--- src/rtl/rx_frame_sync_ctrl.sv ---
// rx_frame_sync_ctrl
// Acquisition/tracking sequencer for the QPSK receiver. Restarts the receiver,
// searches for SOF, tracks SOF periodicity (lock/miss) and packs each frame's
// 2-bit symbols into bytes on an AXI-Stream-style master with tlast.
// Optional build macro: RX_FRAME_SYNC_STATS_EN adds frame_cnt / miss_total.
module rx_frame_sync_ctrl #(
   parameter int FRAME_SYMS     = 63,
   parameter int SOF_PERIOD     = 704,
   parameter int SOF_TOL        = 16,
   parameter int SEARCH_TIMEOUT = 4096,
   parameter int MAX_MISS       = 3,
   parameter int RESTART_CYCLES = 8
) (
   input  logic       clk,
   input  logic       rst_n,
   input  logic       enable,
   input  logic       sof_pulse,
   input  logic       sym_valid,
   input  logic [1:0] sym_data,
   output logic       rx_rst,
   output logic       locked,
   output logic [7:0] m_tdata,
   output logic       m_tvalid,
   output logic       m_tlast,
   input  logic       m_tready,
   output logic       overflow
`ifdef RX_FRAME_SYNC_STATS_EN
   ,
   output logic [15:0] frame_cnt,
   output logic [15:0] miss_total
`endif
);

   localparam int SC_W  = $clog2(SOF_PERIOD + SOF_TOL + 2);
   localparam int TMO_W = $clog2(SEARCH_TIMEOUT + 1);
   localparam int RC_W  = $clog2(RESTART_CYCLES + 1);
   localparam int SYM_W = $clog2(FRAME_SYMS + 1);
   localparam int MC_W  = $clog2(MAX_MISS + 1);

   // sof_cnt_q is cleared on the SOF edge itself, so it holds (cycles since SOF - 1).
   // The bounds below are shifted by one so that the window is on true SOF spacing.
   localparam logic [SC_W-1:0]  WIN_LO   = SC_W'(SOF_PERIOD - SOF_TOL - 1);
   localparam logic [SC_W-1:0]  WIN_HI   = SC_W'(SOF_PERIOD + SOF_TOL - 1);
   localparam logic [TMO_W-1:0] TMO_LAST = TMO_W'(SEARCH_TIMEOUT - 1);
   localparam logic [RC_W-1:0]  RC_LAST  = RC_W'(RESTART_CYCLES - 1);
   localparam logic [SYM_W-1:0] SYM_LAST = SYM_W'(FRAME_SYMS - 1);
   localparam logic [MC_W-1:0]  MISS_MAX = MC_W'(MAX_MISS);

   typedef enum logic [2:0] {
      ST_IDLE,
      ST_RESTART,
      ST_SEARCH,
      ST_FRAME,
      ST_GAP
   } state_t;

   state_t             state_q,   state_d;
   logic [RC_W-1:0]    rc_q,      rc_d;
   logic [TMO_W-1:0]   tmo_q,     tmo_d;
   logic [SC_W-1:0]    sof_cnt_q, sof_cnt_d;
   logic [SYM_W-1:0]   sym_cnt_q, sym_cnt_d;
   logic [MC_W-1:0]    miss_q,    miss_d;
   logic [7:0]         acc_q,     acc_d;
   logic               rx_rst_q,  rx_rst_d;
   logic               locked_q,  locked_d;
   logic               tvalid_q,  tvalid_d;
   logic [7:0]         tdata_q,   tdata_d;
   logic               tlast_q,   tlast_d;
   logic               ovf_q,     ovf_d;
`ifdef RX_FRAME_SYNC_STATS_EN
   logic [15:0]        frame_cnt_q, frame_cnt_d;
   logic [15:0]        miss_tot_q,  miss_tot_d;
`endif

   logic               miss;
   logic               frame_done;
   logic               byte_emit;
   logic               byte_last;
   logic               byte_landed;
   logic [7:0]         byte_val;
   logic [7:0]         nxt_acc;

   // Next-state logic: sequencer, SOF tracking, symbol packing and output holding register
   always_comb begin
      state_d     = state_q;
      rc_d        = rc_q;
      tmo_d       = tmo_q;
      sym_cnt_d   = sym_cnt_q;
      miss_d      = miss_q;
      acc_d       = acc_q;
      rx_rst_d    = rx_rst_q;
      locked_d    = locked_q;
      tvalid_d    = tvalid_q;
      tdata_d     = tdata_q;
      tlast_d     = tlast_q;
      ovf_d       = ovf_q;
      miss        = 1'b0;
      frame_done  = 1'b0;
      byte_emit   = 1'b0;
      byte_last   = 1'b0;
      byte_landed = 1'b0;
      byte_val    = 8'h00;
      nxt_acc     = acc_q;
`ifdef RX_FRAME_SYNC_STATS_EN
      frame_cnt_d = frame_cnt_q;
      miss_tot_d  = miss_tot_q;
`endif

      sof_cnt_d = (sof_cnt_q == '1) ? sof_cnt_q : sof_cnt_q + SC_W'(1);

      if (tvalid_q && m_tready) begin
         tvalid_d = 1'b0;
      end

      case (state_q)
         ST_IDLE: begin
            rx_rst_d = 1'b1;
            if (enable) begin
               state_d = ST_RESTART;
               rc_d    = '0;
            end
         end

         ST_RESTART: begin
            rx_rst_d = 1'b1;
            if (rc_q == RC_LAST) begin
               state_d  = ST_SEARCH;
               rx_rst_d = 1'b0;
               tmo_d    = '0;
            end else begin
               rc_d = rc_q + RC_W'(1);
            end
         end

         ST_SEARCH: begin
            if (sof_pulse) begin
               state_d   = ST_FRAME;
               sof_cnt_d = '0;
               sym_cnt_d = '0;
            end else if (tmo_q == TMO_LAST) begin
               state_d  = ST_RESTART;
               rc_d     = '0;
               rx_rst_d = 1'b1;
               locked_d = 1'b0;
               miss_d   = '0;
            end else begin
               tmo_d = tmo_q + TMO_W'(1);
            end
         end

         ST_FRAME: begin
            frame_done = sym_valid && (sym_cnt_q == SYM_LAST);
            // A symbol that completes the frame beats the SOF-window timeout
            if (!frame_done && (sof_cnt_q >= WIN_HI)) begin
               miss = 1'b1;
            end else if (sym_valid) begin
               nxt_acc = (sym_cnt_q[1:0] == 2'd0) ? 8'h00 : acc_q;
               case (sym_cnt_q[1:0])
                  2'd0:    nxt_acc[7:6] = sym_data;
                  2'd1:    nxt_acc[5:4] = sym_data;
                  2'd2:    nxt_acc[3:2] = sym_data;
                  default: nxt_acc[1:0] = sym_data;
               endcase
               acc_d     = nxt_acc;
               sym_cnt_d = sym_cnt_q + SYM_W'(1);
               if (frame_done || (sym_cnt_q[1:0] == 2'd3)) begin
                  byte_emit = 1'b1;
                  byte_val  = nxt_acc;
                  byte_last = frame_done;
               end
               if (frame_done) begin
                  state_d = ST_GAP;
               end
            end
         end

         ST_GAP: begin
            if (sof_pulse && (sof_cnt_q >= WIN_LO) && (sof_cnt_q <= WIN_HI)) begin
               state_d   = ST_FRAME;
               locked_d  = 1'b1;
               miss_d    = '0;
               sof_cnt_d = '0;
               sym_cnt_d = '0;
            end else if (sof_cnt_q > WIN_HI) begin
               miss = 1'b1;
            end
         end

         default: begin
            state_d = ST_IDLE;
         end
      endcase

      if (miss) begin
         if ((miss_q + MC_W'(1)) == MISS_MAX) begin
            state_d  = ST_RESTART;
            rc_d     = '0;
            rx_rst_d = 1'b1;
            locked_d = 1'b0;
            miss_d   = '0;
         end else begin
            state_d = ST_SEARCH;
            tmo_d   = '0;
            miss_d  = miss_q + MC_W'(1);
         end
      end

      // Single holding register: a new byte only lands if the slot is free this cycle
      if (byte_emit) begin
         if (!tvalid_q || m_tready) begin
            tvalid_d    = 1'b1;
            tdata_d     = byte_val;
            tlast_d     = byte_last;
            byte_landed = 1'b1;
         end else begin
            ovf_d = 1'b1;
         end
      end

`ifdef RX_FRAME_SYNC_STATS_EN
      if (enable && byte_landed && byte_last) begin
         frame_cnt_d = frame_cnt_q + 16'd1;
      end
      if (enable && miss && (miss_tot_q != 16'hFFFF)) begin
         miss_tot_d = miss_tot_q + 16'd1;
      end
`endif

      if (!enable) begin
         state_d   = ST_IDLE;
         rx_rst_d  = 1'b1;
         acc_d     = 8'h00;
         sym_cnt_d = '0;
         tvalid_d  = 1'b0;
         tdata_d   = 8'h00;
         tlast_d   = 1'b0;
         locked_d  = 1'b0;
         miss_d    = '0;
         ovf_d     = 1'b0;
      end
   end

   // State and output registers; async reset puts the receiver into restart
   always_ff @(posedge clk or negedge rst_n) begin
      if (!rst_n) begin
         state_q     <= ST_IDLE;
         rc_q        <= '0;
         tmo_q       <= '0;
         sof_cnt_q   <= '0;
         sym_cnt_q   <= '0;
         miss_q      <= '0;
         acc_q       <= 8'h00;
         rx_rst_q    <= 1'b1;
         locked_q    <= 1'b0;
         tvalid_q    <= 1'b0;
         tdata_q     <= 8'h00;
         tlast_q     <= 1'b0;
         ovf_q       <= 1'b0;
`ifdef RX_FRAME_SYNC_STATS_EN
         frame_cnt_q <= 16'h0000;
         miss_tot_q  <= 16'h0000;
`endif
      end else begin
         state_q     <= state_d;
         rc_q        <= rc_d;
         tmo_q       <= tmo_d;
         sof_cnt_q   <= sof_cnt_d;
         sym_cnt_q   <= sym_cnt_d;
         miss_q      <= miss_d;
         acc_q       <= acc_d;
         rx_rst_q    <= rx_rst_d;
         locked_q    <= locked_d;
         tvalid_q    <= tvalid_d;
         tdata_q     <= tdata_d;
         tlast_q     <= tlast_d;
         ovf_q       <= ovf_d;
`ifdef RX_FRAME_SYNC_STATS_EN
         frame_cnt_q <= frame_cnt_d;
         miss_tot_q  <= miss_tot_d;
`endif
      end
   end

   assign rx_rst   = rx_rst_q;
   assign locked   = locked_q;
   assign m_tdata  = tdata_q;
   assign m_tvalid = tvalid_q;
   assign m_tlast  = tlast_q;
   assign overflow = ovf_q;
`ifdef RX_FRAME_SYNC_STATS_EN
   assign frame_cnt  = frame_cnt_q;
   assign miss_total = miss_tot_q;
`endif

endmodule

--- config.mk ---
export PLATFORM = sky130hd
export DESIGN_NAME = rx_frame_sync_ctrl
export DESIGN_NICKNAME = d
export VERILOG_FILES = /design/src/rtl/rx_frame_sync_ctrl.sv
export SDC_FILE = /design/constraint.sdc
export NUM_CORES = 1
export LEC_CHECK = 0
export CORE_MARGIN = 2
export CORE_UTILIZATION = 50
export DETAILED_ROUTE_END_ITERATION = 6
export PLACE_DENSITY = 0.66
export SKIP_LAST_GASP = 1
export SLEW_MARGIN = 25
export SYNTH_ARGS = -nofsm -noshare
export SYNTH_HDL_FRONTEND = slang
export SYNTH_SLANG_ARGS = --single-unit
--- constraint.sdc ---
create_clock -name clk -period 2.3 [get_ports clk]
set_input_delay 0.23 -clock clk [delete_from_list [all_inputs] [get_ports clk]]
set_output_delay 0.23 -clock clk [all_outputs]
set_load 0.005 [all_outputs]
After elaboration in Yosys (flattened, before gate mapping) --
Cells that the tools add are included.
Operators by class: eq/ne operators 32, add/subtract/negate cells 5, $lt $le $gt $ge 4, reduce and logical (&&, ||, !) cells 18, mux-type cells 93
Operators with widths (number):
- 2-to-1 mux 8 bit | 12
- 2-to-1 mux 13 bit | 5
- 2-to-1 mux 1 bit | 33
- 2-to-1 mux 10 bit | 3
- 2-to-1 mux 6 bit | 5
- inequality test 4 bit (second input constant) | 7
- 2-to-1 mux 3 bit | 9
- case mux 13 bit (2 select lines) | 1
- 2-to-1 mux 4 bit | 6
- 2-to-1 mux 2 bit | 11
- >= comparator 10 bit (second input constant) | 2
- case mux 10 bit (2 select lines) | 1
- case mux 6 bit (3 select lines) | 1
- case mux 3 bit (5 select lines) | 1
- adder 13 x 1 -> 13 bit (second input constant) | 1
- equality test 13 x 12 -> 1 bit (second input constant) | 1
- inequality test 3 bit (second input constant) | 4
- case mux 4 bit (3 select lines) | 1
- adder 10 x 1 -> 10 bit (second input constant) | 1
- equality test 10 bit (second input constant) | 1
- greater-than comparator 10 bit (second input constant) | 1
- <= comparator 10 bit (second input constant) | 1
- inequality test 2 x 1 -> 1 bit (second input constant) | 4
- inequality test 4 x 1 -> 1 bit (second input constant) | 2
- other kinds (26) | 38
Storage, ports and cells: register bits 59, logic and storage cells 165, input port bits 8, output and inout bits 13

Longest topological paths before layout --
depth after elaboration 10, depth in mapped cells 9

Worst setup path before layout --
Ideal clock, no wire load.
kind register to register, start point register sof_cnt_q[0], end point register tmo_q[4], setup time 82 ps, slack 311 ps, path buffers 2, data arrival time 1907 ps, cell stages (with the launch flop) 9, cells stage by stage dfrtp_1 > ha_1 > a31o_2 > o311ai_2 > o21ai_0 > and2_0 > buf_2 > buf_2 > a31oi_1
On the way: longest elaborated chain between the ends 6
Ends and longest elaborated chain:
- from (decl) | RTL line 60 | logic [SC_W-1:0] sof_cnt_q, sof_cnt_d;
- from (signal assigned) | RTL line 267 | sof_cnt_q <= sof_cnt_d;
- >= comparator 10 bit | RTL line 178 | if (sof_pulse && (sof_cnt_q >= WIN_LO) && (sof_cnt_q <= WIN_HI)) begin
- logical AND 1 bit (2 in a row) | RTL line 178
- 2-to-1 mux 1 bit | RTL line 178
- case mux 1 bit (2 select lines) (*) | RTL line 115 | case (state_q)
- 2-to-1 mux 13 bit (*) | RTL line 194 | if (miss) begin
- named net tmo_d[4] | RTL line 59 | logic [TMO_W-1:0] tmo_q, tmo_d;
- to (signal assigned) | RTL line 266 | tmo_q <= tmo_d;
- to (decl) | RTL line 59
The timed path passes the listed nets; every way through them passes the cells marked *. A chain may end at the register's enable or synchronous reset.

Final worst setup path --
start point register sym_cnt_q[0], end point register rc_q[2]
On the way: longest elaborated chain between the ends 7
Ends and longest elaborated chain:
- from (decl) | RTL line 61 | logic [SYM_W-1:0] sym_cnt_q, sym_cnt_d;
- from (signal assigned) | RTL line 268 | sym_cnt_q <= sym_cnt_d;
- equality test 6 bit | RTL line 152 | frame_done = sym_valid && (sym_cnt_q == SYM_LAST);
- logical AND 1 bit | RTL line 152
- logical NOT 1 bit | RTL line 154 | if (!frame_done && (sof_cnt_q >= WIN_HI)) begin
- logical AND 1 bit | RTL line 154
- 2-to-1 mux 1 bit | RTL line 154
- case mux 1 bit (2 select lines) | RTL line 115
- 2-to-1 mux 4 bit | RTL line 194
- named net rc_d[2] | RTL line 58 | logic [RC_W-1:0] rc_q, rc_d;
- to (signal assigned) | RTL line 265 | rc_q <= rc_d;
- to (decl) | RTL line 58
The timed path passes the listed nets, and every way through them passes these cells.

==> Implementation_results.wiki <==
{| class="wikitable"
! Metric !! Value
|-
| Instance count after placement with tap cells included || 472
|-
| GP Congestion || 0.8203
|-
| Clock buffer count from CTS || 9
|-
| Chip height || 86.93 microns
|-
| Initial standard-cell utilization of the core || 0.5117
|-
| Total half-perimeter wirelength after legalization and detailed placement || 5497 microns
|-
| Number of levels the H-tree was split into || 3
|-
| Sequential share of power || 0.399
|-
| Gate Count Post-Synth || 374
|-
| Static power due to leakage || 1.771 nW
|-
| Critical-path cell list || inv_1 > ha_1 > nand4_1 > o21ai_2 > or2_2 > a21oi_1 > a211oi_1
|-
| Achievable Freq || 470.7 MHz
|-
| Die Outline Area || 7556 sq um
|-
| Final setup TNS || 0 ps
|-
| Count of maximum capacitance violations || 0
|-
| Max-slew violation count || 0
|-
| Worst min path class || in2async
|-
| Power density cells || 845.7 nW/um^2
|-
| Met3 track demand over resource in global routing || 0.04929
|-
| Maximum clock insertion buffer count || 2
|-
| Gate power share || 0.262
|-
| Global Route met1 Usage || 0.2999
|-
| Post-detailed-routing wire length || 8032 microns
|-
| Post-route cell area || 4078 sq um
|-
| Maximum clock skew at final layout || 8.505 ps
|-
| Pre-Repair DR Iteration Count || 5
|-
| Count of flip-flops with a built-in enable after synthesis || 0
|-
| Sequential area share after synthesis || 0.4298
|-
| Ant. Diodes || 0
|-
| Layout Utilization || 0.6069
|-
| Average cell area after synthesis || 9.193 sq um
|-
| Clock network power share || 0.339
|-
| Global-route wire length before repair || 13680 microns
|-
| Number of synthesis warnings || 0
|-
| Post-detailed-route DRC marker count || 0
|-
| Design internal power || 2.315 mW
|-
| Cell area after technology mapping || 3438 sq um
|-
| Startpoint of the lowest-slack register-to-register path || sym_cnt_q[0]
|-
| Area Overhead vs Synth || 18.60%
|-
| Crit path setup slack, layout || 175.3 ps
|-
| Reg-to-reg endpoint || rc_q[2]
|-
| Largest net degree at the start of global routing || 46
|-
| Instance area at placement || 3811 sq um
|-
| Worst setup endpoint || rc_q[2]
|-
| First element of the critical path || sym_cnt_q[0]
|-
| Pwr Total || 3.449 mW
|-
| Cell with the biggest individual delay on the critical path || sky130_fd_sc_hd__a21oi_1
|-
| Initial antenna violation count || 0
|-
| Final standard cell count with taps included and fillers excluded || 489
|-
| Number of cells on the worst reg-to-reg path || 7
|-
| Hold slack || 329.1 ps
|-
| Setup-violating endpoint count in the final report || 0
|-
| Arrival time worst endpoint || 2320 ps
|-
| Net Sw Power || 1.134 mW
|-
| DR iter-0 viols || 183
|-
| Post-synth top flop || sky130_fd_sc_hd__dfrtp_1
|-
| Number of unique standard cell types used by synthesis || 61
|-
| Average via count per standard cell || 6.162
|-
| Layer with the highest usage after global routing || met2
|-
| Seq cells post-synth || 59
|-
| Net count after synthesis || 389
|-
| Unrepaired setup endpoints after global routing || no
|-
| Clock-pin slew reported for the worst setup and hold paths after clock tree synthesis || 70 ps
|-
| Fraction of met2 tracks used by global routing || 0.3699
|-
| Final period util || 0.9238
|-
| Critical Path End Type || flop
|-
| Gr ovfl total || 0
|-
| CTS Root Cell || sky130_fd_sc_hd__clkbuf_8
|-
| Largest stage delay on the critical path || 550 ps
|-
| Dpl ws || 26.24 ps
|-
| Status || completed
|-
| Peak supply drop || 0.3857 mV
|-
| CP Max Fanout || 7
|-
| Critical Setup Path Class || reg2reg
|-
| Die W || 86.93 microns
|-
| Final critical-path required period || 2125 ps
|-
| Proportion of total power due to net switching || 0.3287
|-
| Area of the core region || 6719 sq um
|-
| Final net count || 419
|-
| CP Data Required Time || 2490 ps
|-
| Routed len/inst || 16.43 microns
|-
| Port-buffer cells || 20
|-
| TritonCTS clock tree || done
|-
| Asr flop ratio synth || 1.000
|-
| Number of cell rows || 30
|-
| Startpoint class of the critical path || flop
|-
| Max transition margin || 0.5689
|-
| Proportion of layout cells with a drive suffix above 1 || 0.1247
|-
| # fillers || 594
|-
| Remaining antenna violation count after routing || 0
|-
| Measured slew at the worst slew-check pin || 646.6 ps
|-
| Clock Latency Late Sink || 340 ps
|-
| Final-report hold violation count || 0
|-
| Overall global routing resource usage || 0.2281
|-
| Via count of the first global-routing pass || 2829
|-
| Num Clock Sinks || 59
|-
| Number of I/O pins || 21
|-
| Setup slack of the worst register-to-register path || 180 ps
|-
| Vias || 3013
|}
power by group through the flow:
stage          sequential, mW  combinational [mW]  clock [mW]
2_1_floorplan            1.33               0.663           0
3_3_place_gp             1.38               0.863           0
3_5_place_dp             1.39               0.878           0
4_1_cts                  1.37               0.888        1.19
5_1_grt                  1.40                1.01        1.24
6_report                 1.38               0.903        1.17
area by class of cell:
cell class	instances	area, sq um	area share
Multi-Input combinational cell	287	1859	0.4560
Sequential cell	59	1478	0.3624
Timing Repair Buffer	40	372.9	0.09144
Clock buffer	11	141.4	0.03467
Clock inverter	5	100.1	0.02455
Tap cell	80	100.1	0.02455
Inverter	7	26.28	0.006444
worst min-delay path by stage:
stage | cells past startpoint | slack, ps | from | end
after floorplan | 0 | -70 | rst_n | acc_q[0]
after global placement | 1 | 160 | rst_n | tmo_q[8]
after detailed placement | 1 | 170 | rst_n | tmo_q[8]
after CTS | 2 | 330 | rst_n | tmo_q[8]
after global routing | 2 | 360 | rst_n | tmo_q[8]
final | 2 | 330 | rst_n | tmo_q[10]
cell usage in the layout, fill, tap and decap left out, drive strengths merged, types with 4 or more instances in the layout:
master,Yosys,routed
dfrtp,58,58
a21oi,31,31
nand2,30,30
nor2,29,29
nand3,23,23
buf,9,20
clkdlybuf4s50,0,19
o21ai,14,14
a211oi,13,13
a31oi,12,12
clkbuf,12,11
o211a,8,8
and2,8,8
nand4,7,7
mux2i,7,7
ha,7,7
inv,7,7
a22oi,6,6
and3,5,5
nor3,5,5
o211ai,5,5
xnor2,5,5
or3,5,5
nor3b,5,5
a21o,4,4
nand2b,4,4
nand4b,4,4
or4,4,4
nand3b,4,4
o21a,4,4
routing by layer:
layer / part of all wire / vias to the layer above
met5: 0 / -
met4: 0.018 / 0
met3: 0.034 / 13
met2: 0.50 / 58
met1: 0.45 / 1470
li1: - / 1472
synthesized netlist by cell type (all sizes together) (5+ instances only):
cell type	instances	share of area
a22oi	6	0.013
nor3b	5	0.012
mux2i	7	0.020
or3	5	0.0091
nor3	5	0.0073
buf	9	0.013
nor2	29	0.034
and3	5	0.0091
o211ai	5	0.011
a31oi	12	0.022
o21ai	14	0.020
and2	8	0.015
nand3	23	0.033
clkbuf	12	0.013
dfrtp	58	0.42
inv	7	0.0076
ha	7	0.025
nand2	30	0.033
a21oi	31	0.045
a211oi	13	0.030
nand4	7	0.013
xnor2	5	0.013
o211a	8	0.023
cell families (layout without fill, tap and decap cells):
| family | count (synthesis) | after routing | synth area share |
|---|---|---|---|
| XOR/XNOR | 7 | 7 | 0.01783 |
| buffers and inverters | 28 | 63 | 0.03384 |
| AO/OA/AOI/OAI | 116 | 116 | 0.2322 |
| multiplexers | 7 | 7 | 0.02038 |
| adder cells (fa/ha/maj) | 7 | 7 | 0.02547 |
| flip-flops | 59 | 59 | 0.4298 |
| AND/OR/NAND/NOR | 150 | 150 | 0.2405 |
worst max-delay path: cells and delay by family (launching register included):
family | cells | cell delay, ps
simple gates | 2 | 450
fa+ha+maj | 1 | 260
buf+inv | 1 | 100
compound gates | 3 | 760
flops | 1 | 400
flip-flops by register name, indices dropped and copies added (netlist names):
signal and count:
tmo_q 13, sof_cnt_q 10, acc_q 8, m_tdata 8
sym_cnt_q 6, rc_q 4, state_q 3, miss_q 2
locked 1, m_tlast 1, m_tvalid 1, overflow 1
rx_rst 1
repair_timing:
item / 4_1_cts / 5_1_grt
endpoints found under the setup margin: 1 / 16
hold buffers: 1 / 0
gates resized for setup: 1 / 3
setup buffers: 0 / 0
endpoints found under the hold margin: 14 / 0
Power figures use the tool's default switching activity.
